===== src/rtl/stream_rr_arbiter_pkg.sv =====
// ============================================================================
// Module : stream_rr_arbiter_pkg
// Brief  : Shared types for the round-robin stream arbiter.
// Rev    : 1.0 - initial release
// ============================================================================
`default_nettype none

package stream_rr_arbiter_pkg;

    typedef enum logic [0:0] {
        ST_IDLE   = 1'b0,
        ST_LOCKED = 1'b1
    } arb_state_e;

endpackage

`default_nettype wire


===== src/rtl/lzc.sv =====
// ============================================================================
// Module : lzc
// Brief  : Trailing-zero counter; reports the lowest set bit index of a vector.
// Rev    : 1.0 - initial release
// ============================================================================
`default_nettype none

module lzc #(
    parameter int unsigned WIDTH     = 2,
    parameter int unsigned CNT_WIDTH = (WIDTH > 1) ? $clog2(WIDTH) : 1
) (
    input  logic [WIDTH-1:0]     i_vec,
    output logic [CNT_WIDTH-1:0] o_cnt,
    output logic                 o_empty
);

    // Scanning downwards leaves the lowest set index; an empty vector yields 0.
    always_comb begin
        o_cnt   = '0;
        o_empty = 1'b1;
        for (int i = WIDTH - 1; i >= 0; i--) begin
            if (i_vec[i]) begin
                o_cnt   = CNT_WIDTH'(i);
                o_empty = 1'b0;
            end
        end
    end

endmodule

`default_nettype wire


===== src/rtl/stream_rr_arbiter.sv =====
// ============================================================================
// Module : stream_rr_arbiter
// Brief  : Fair, zero-latency round-robin merge of N valid/ready streams.
// Rev    : 1.0 - initial release
// ============================================================================
`default_nettype none

module stream_rr_arbiter
    import stream_rr_arbiter_pkg::*;
#(
    parameter int unsigned N_INP      = 2,
    parameter int unsigned DATA_WIDTH = 32,
    parameter int unsigned IDX_WIDTH  = (N_INP > 1) ? $clog2(N_INP) : 1
) (
    input  logic                        clk_i,
    input  logic                        rst_ni,
    input  logic [N_INP*DATA_WIDTH-1:0] inp_data_i,
    input  logic [N_INP-1:0]            inp_valid_i,
    output logic [N_INP-1:0]            inp_ready_o,
    output logic [DATA_WIDTH-1:0]       oup_data_o,
    output logic [IDX_WIDTH-1:0]        oup_idx_o,
    output logic                        oup_valid_o,
    input  logic                        oup_ready_i
);

    if (N_INP == 1) begin : g_single
        assign oup_data_o  = inp_data_i;
        assign oup_idx_o   = '0;
        assign oup_valid_o = inp_valid_i[0];
        assign inp_ready_o = oup_ready_i;
    end else begin : g_multi
        localparam logic [IDX_WIDTH-1:0] c_last_idx = IDX_WIDTH'(N_INP - 1);

        arb_state_e           r_state;
        logic [IDX_WIDTH-1:0] r_rr;
        logic [IDX_WIDTH-1:0] r_lock_idx;

        logic [N_INP-1:0]      w_masked;
        logic [IDX_WIDTH-1:0]  w_idx_masked;
        logic [IDX_WIDTH-1:0]  w_idx_all;
        logic                  w_empty_masked;
        logic                  w_empty_all;
        logic [IDX_WIDTH-1:0]  w_idx;
        logic                  w_valid;
        logic [DATA_WIDTH-1:0] w_lane [N_INP];

        for (genvar gi = 0; gi < N_INP; gi++) begin : g_lane
            assign w_masked[gi]    = inp_valid_i[gi] & (IDX_WIDTH'(gi) >= r_rr);
            assign w_lane[gi]      = inp_data_i[gi*DATA_WIDTH +: DATA_WIDTH];
            assign inp_ready_o[gi] = oup_ready_i & w_valid & (w_idx == IDX_WIDTH'(gi));
        end

        lzc #(.WIDTH(N_INP), .CNT_WIDTH(IDX_WIDTH)) u_lzc_masked (
            .i_vec   (w_masked),
            .o_cnt   (w_idx_masked),
            .o_empty (w_empty_masked)
        );

        lzc #(.WIDTH(N_INP), .CNT_WIDTH(IDX_WIDTH)) u_lzc_all (
            .i_vec   (inp_valid_i),
            .o_cnt   (w_idx_all),
            .o_empty (w_empty_all)
        );

        // Locked grant is held even if a higher-priority lane becomes valid.
        assign w_valid = (r_state == ST_LOCKED) | ~w_empty_all;
        assign w_idx   = (r_state == ST_LOCKED) ? r_lock_idx   :
                         !w_empty_masked        ? w_idx_masked : w_idx_all;

        assign oup_valid_o = w_valid;
        assign oup_idx_o   = w_idx;
        assign oup_data_o  = w_lane[w_idx];

        always_ff @(posedge clk_i or negedge rst_ni) begin
            if (!rst_ni) begin
                r_state    <= ST_IDLE;
                r_rr       <= '0;
                r_lock_idx <= '0;
            end else if (w_valid) begin
                if (oup_ready_i) begin
                    r_state <= ST_IDLE;
                    r_rr    <= (w_idx == c_last_idx) ? '0 : w_idx + 1'b1;
                end else if (r_state == ST_IDLE) begin
                    r_state    <= ST_LOCKED;
                    r_lock_idx <= w_idx;
                end
            end
        end

`ifndef SYNTHESIS
        a_lock_stable : assert property (@(posedge clk_i) disable iff (!rst_ni)
            (r_state == ST_LOCKED) |-> inp_valid_i[r_lock_idx]);
`endif
    end

endmodule

`default_nettype wire


===== config.mk =====
export PLATFORM = sky130hd
export DESIGN_NAME = stream_rr_arbiter
export DESIGN_NICKNAME = d
export VERILOG_FILES = /design/src/rtl/stream_rr_arbiter_pkg.sv /design/src/rtl/lzc.sv /design/src/rtl/stream_rr_arbiter.sv
export SDC_FILE = /design/constraint.sdc
export NUM_CORES = 1
export LEC_CHECK = 0
export CORE_ASPECT_RATIO = 1.75
export CORE_MARGIN = 4
export CORE_UTILIZATION = 25
export CTS_BUF_LIST = sky130_fd_sc_hd__clkbuf_4
export DETAILED_ROUTE_END_ITERATION = 16
export PLACE_DENSITY = 0.85
export SKIP_LAST_GASP = 1
export SYNTH_ARGS = -nofsm -noshare
export SYNTH_HDL_FRONTEND = slang
export SYNTH_SLANG_ARGS = --single-unit

===== constraint.sdc =====
create_clock -name clk_i -period 3.2 [get_ports clk_i]
set_input_delay 0.48 -clock clk_i [delete_from_list [all_inputs] [get_ports clk_i]]
set_output_delay 0.48 -clock clk_i [all_outputs]
set_load 0.005 [all_outputs]

==> results by stage <==
Clock network:
- The post-CTS setup-driven buffer insertion count is 0.
- TritonCTS built the clock tree.
- The number of hold buffers added after CTS was 0.
- The clock root buffer is clkbuf_4.
- After clock tree synthesis, the clock-pin slew on the worst setup and hold paths is roughly 40 ps.
- The largest buffer count on any clock path is 2.
- The post-cts repair resize count is 0.
- CTS built an H-tree with a depth of 1.
- The insertion delay to the later sink of the worst-skew pair is 240 ps.
- The total clock sinks is 3.
- Buffers inserted during clock tree synthesis total 3.

Power:
- For this design the static power due to leakage is 0.7392 nW.
- VDD sags by at most 237.7 uV.
- The power per standard cell area is 279.6 nW/um^2.

Worst setup path:
- In this run the worst path has a maximum fanout of 16.
- The worst reg-to-reg path cell count is 4.
- For the worst setup path, the data required time is 2720 ps.
- In this run the critical register-to-register path is launched from g_multi.r_state.
- The slack of the worst reg-to-reg path is 1930 ps.
- STA classifies the critical path endpoint as a primary output.
- The category of the worst setup path launch point is an input pin.
- The arrival time at the worst endpoint is 2420 ps.
- The critical path start-end classification is in2out.
- The destination of the worst register-to-register timing path is g_multi.r_rr.

Cells and area:
- Summing all multi-input logic gate instances after layout gives 559.3 sq um.
- Of the cells placed in the final design, the portion with a size suffix greater than 1 is 0.2625.
- The number of nets at the end of the flow is 230.
- The number of antenna cells inserted is 0.
- The layout has approximately 210 filler cells.
- In the final layout, flip-flops and latches occupy 75.07 sq um.
- The area growth from synthesis to layout is 156.3%.

Floorplanning:
- For this configuration, the core starts out at a cell density of 0.2593.
- Pin placement for this block handled 105 I/O pins.
- Measured along the y axis, the die boundary spans roughly 77 microns.
- The die area is ~3700 sq um.
- The floorplan has 25 rows.
- The total core area is 2659 sq um.
- The width of the chip is 47.70 microns.

Place:
- The estimated wirelength of the detail-placed design is 2869 microns.
- The count of input and output buffers is roughly 100.
- The final weighted congestion in routability-driven placement is ~0.71.
- The post-place setup slack is 304.2 ps.

Timing:
- On the final layout, the worst clock skew is a little over 6 ps.
- For the pin with the worst max-slew slack, the measured transition is 480.6 ps.
- Setup total negative slack on the finished layout was measured at 0 ps.
- Setup repair after global routing left no endpoint under its margin.
- The total count of hold-check failures in the final report is 0.
- The clock period minus worst slack is slightly below 3000 ps.
- The total count of max-transition violations in the final report is 0.
- The final critical-path share of the clock period is 0.9075.
- In this run the tightest slew margin relative to its limit is 0.6769.
- The final worst slack is about 300 ps.
- The final number of setup-violating endpoints is 0.
- Static timing analysis puts the maximum clock frequency at approximately 0.34 GHz.

Outcome:
- The flow ran to the end, and the final reports show no timing, DRC or antenna violations.

Synth:
- The mean area per synthesized cell is roughly 13 sq um.
- The number of nets in the synthesized netlist is 122.
- The number of instances in the synthesized netlist is 53.
- In this run the cell area of the synthesized design comes to around 690 sq um.
- The share of the yosys chip area belonging to registers is 0.1089.
- The count of yosys warnings during synthesis is 0.
- Synthesis inferred 3 register bits.
- The distinct cell type count of the synthesized netlist is 16.

Global routing:
- Across every metal layer, demand over resource in global routing totals 0.1690.
- The number of global-route vias before repair is between 1k and 1.5k.
- The global route total overflow is 0.
- The wire length of the first global-routing pass is 4671 microns.
- The initial antenna violation count is 0.
- The maximum number of pins on one net before global-route repair is 21.

Drt:
- Dividing the detail-routed via count by the number of cells gives 4.947.
- The average routed wire per standard cell is 17.34 microns.
- The aggregate routed wire length is 3243 microns.
- The total DRC errors in the routed layout is 0.
- The detail route stage leaves a number of antenna-violating nets equal to 0.
- The first TritonRoute pass finished after 4 iterations.
- For this block, the via count after detailed routing is ~900.
- The first-iteration detailed-routing DRC count is 9.

Run:
- Max-cap violations in this run came to 0.

Hold path:
- The worst min-delay path category is in2async.
[routing by layer]
layer,GRT usage,routed length (microns),vias to the layer above
met1,0.1485,976,402
met5,0,0,-
met3,0.08585,691,4
met2,0.3117,1543,109
li1,-,-,410
met4,0.04043,31,0
[registers in the layout (all words and copies together) (netlist names)]
register / cells
g_multi.r_lock_idx: 1
g_multi.r_state: 1
g_multi.r_rr: 1
[worst max-delay path by stage]
| stage | cells past startpoint | from | slack (ps) | endpoint |
|---|---|---|---|---|
| 6_report | 6 | inp_valid_i[1] | 300 | oup_data_o[29] |
| 2_1_floorplan | 4 | inp_valid_i[0] | 1270 | oup_data_o[10] |
| 4_1_cts | 6 | inp_valid_i[1] | 300 | oup_data_o[29] |
| 3_3_place_gp | 6 | inp_valid_i[0] | 360 | oup_data_o[13] |
| 3_5_place_dp | 6 | inp_valid_i[1] | 300 | oup_data_o[29] |
| 5_1_grt | 6 | inp_valid_i[1] | 220 | oup_data_o[29] |
[cell type report]
type,instances,area share
Timing Repair Buffer,106,0.6048
Tap cell,27,0.01912
Multi-Input combinational cell,47,0.3166
Sequential cell,3,0.04249
Clock buffer,4,0.01700
[metrics by stage]
stage                     hold slack [ps]  cells  utilization  area, sq um  total power, mW
after floorplan                     184.4     53            -        689.4           0.2160
after global placement              539.3    183       0.6532         1737           0.4136
after detailed placement            550.0    183       0.6532         1737           0.4204
after CTS                           440.1    187       0.6645         1767           0.4995
after global routing                448.1    187       0.6645         1767           0.5203
final                               434.8    187       0.6645         1767           0.4939
[cells by family (layout without fill, tap and decap cells)]
| family | Yosys count | after routing | synth area share |
|---|---|---|---|
| flops | 3 | 3 | 0.1089 |
| mux | 32 | 32 | 0.6642 |
| simple gates | 10 | 10 | 0.08893 |
| buf+inv | 3 | 110 | 0.07985 |
| compound gates | 5 | 5 | 0.05808 |
[placed cells by master (no fill, tap or decap)]
master / instances
clkdlybuf4s50_1: 104
mux2_4: 26
mux2_2: 6
clkbuf_4: 4
nand2_1: 3
dfrtp_1: 3
nor2_1: 2
nor2b_1: 2
nor2b_2: 1
nand2b_4: 1
o21ai_4: 1
o31ai_1: 1
or3_2: 1
o21ai_0: 1
a21oi_1: 1
a31oi_1: 1
buf_4: 1
buf_12: 1
[report_power, final]
group	internal, mW	leakage (nW)	switching, mW
sequential	0.0437	0.0354	0.00505
clock	0.0553	0.0184	0.0211
combinational	0.265	0.685	0.104
total	0.364	0.739	0.130
[cell usage after synthesis]
library cell / n / area share
or3_2: 1 / 0.011
buf_8: 1 / 0.022
o31ai_1: 1 / 0.011
a21oi_1: 1 / 0.0073
nor2b_1: 2 / 0.018
mux2_4: 26 / 0.57
o21ai_4: 1 / 0.024
nor2b_2: 1 / 0.013
o21ai_0: 1 / 0.0073
buf_12: 2 / 0.058
nand2b_4: 1 / 0.020
nand2_1: 3 / 0.016
mux2_2: 6 / 0.098
a31oi_1: 1 / 0.0091
dfrtp_1: 3 / 0.11
nor2_1: 2 / 0.011
[worst max-delay path, stage by stage]
cell	delay (ps)
clkdlybuf4s50_1	600
nand2b_4	80
o21ai_4	160
buf_4	270
mux2_2	370
clkdlybuf4s50_1	460
(Power assumes the default switching activity.)
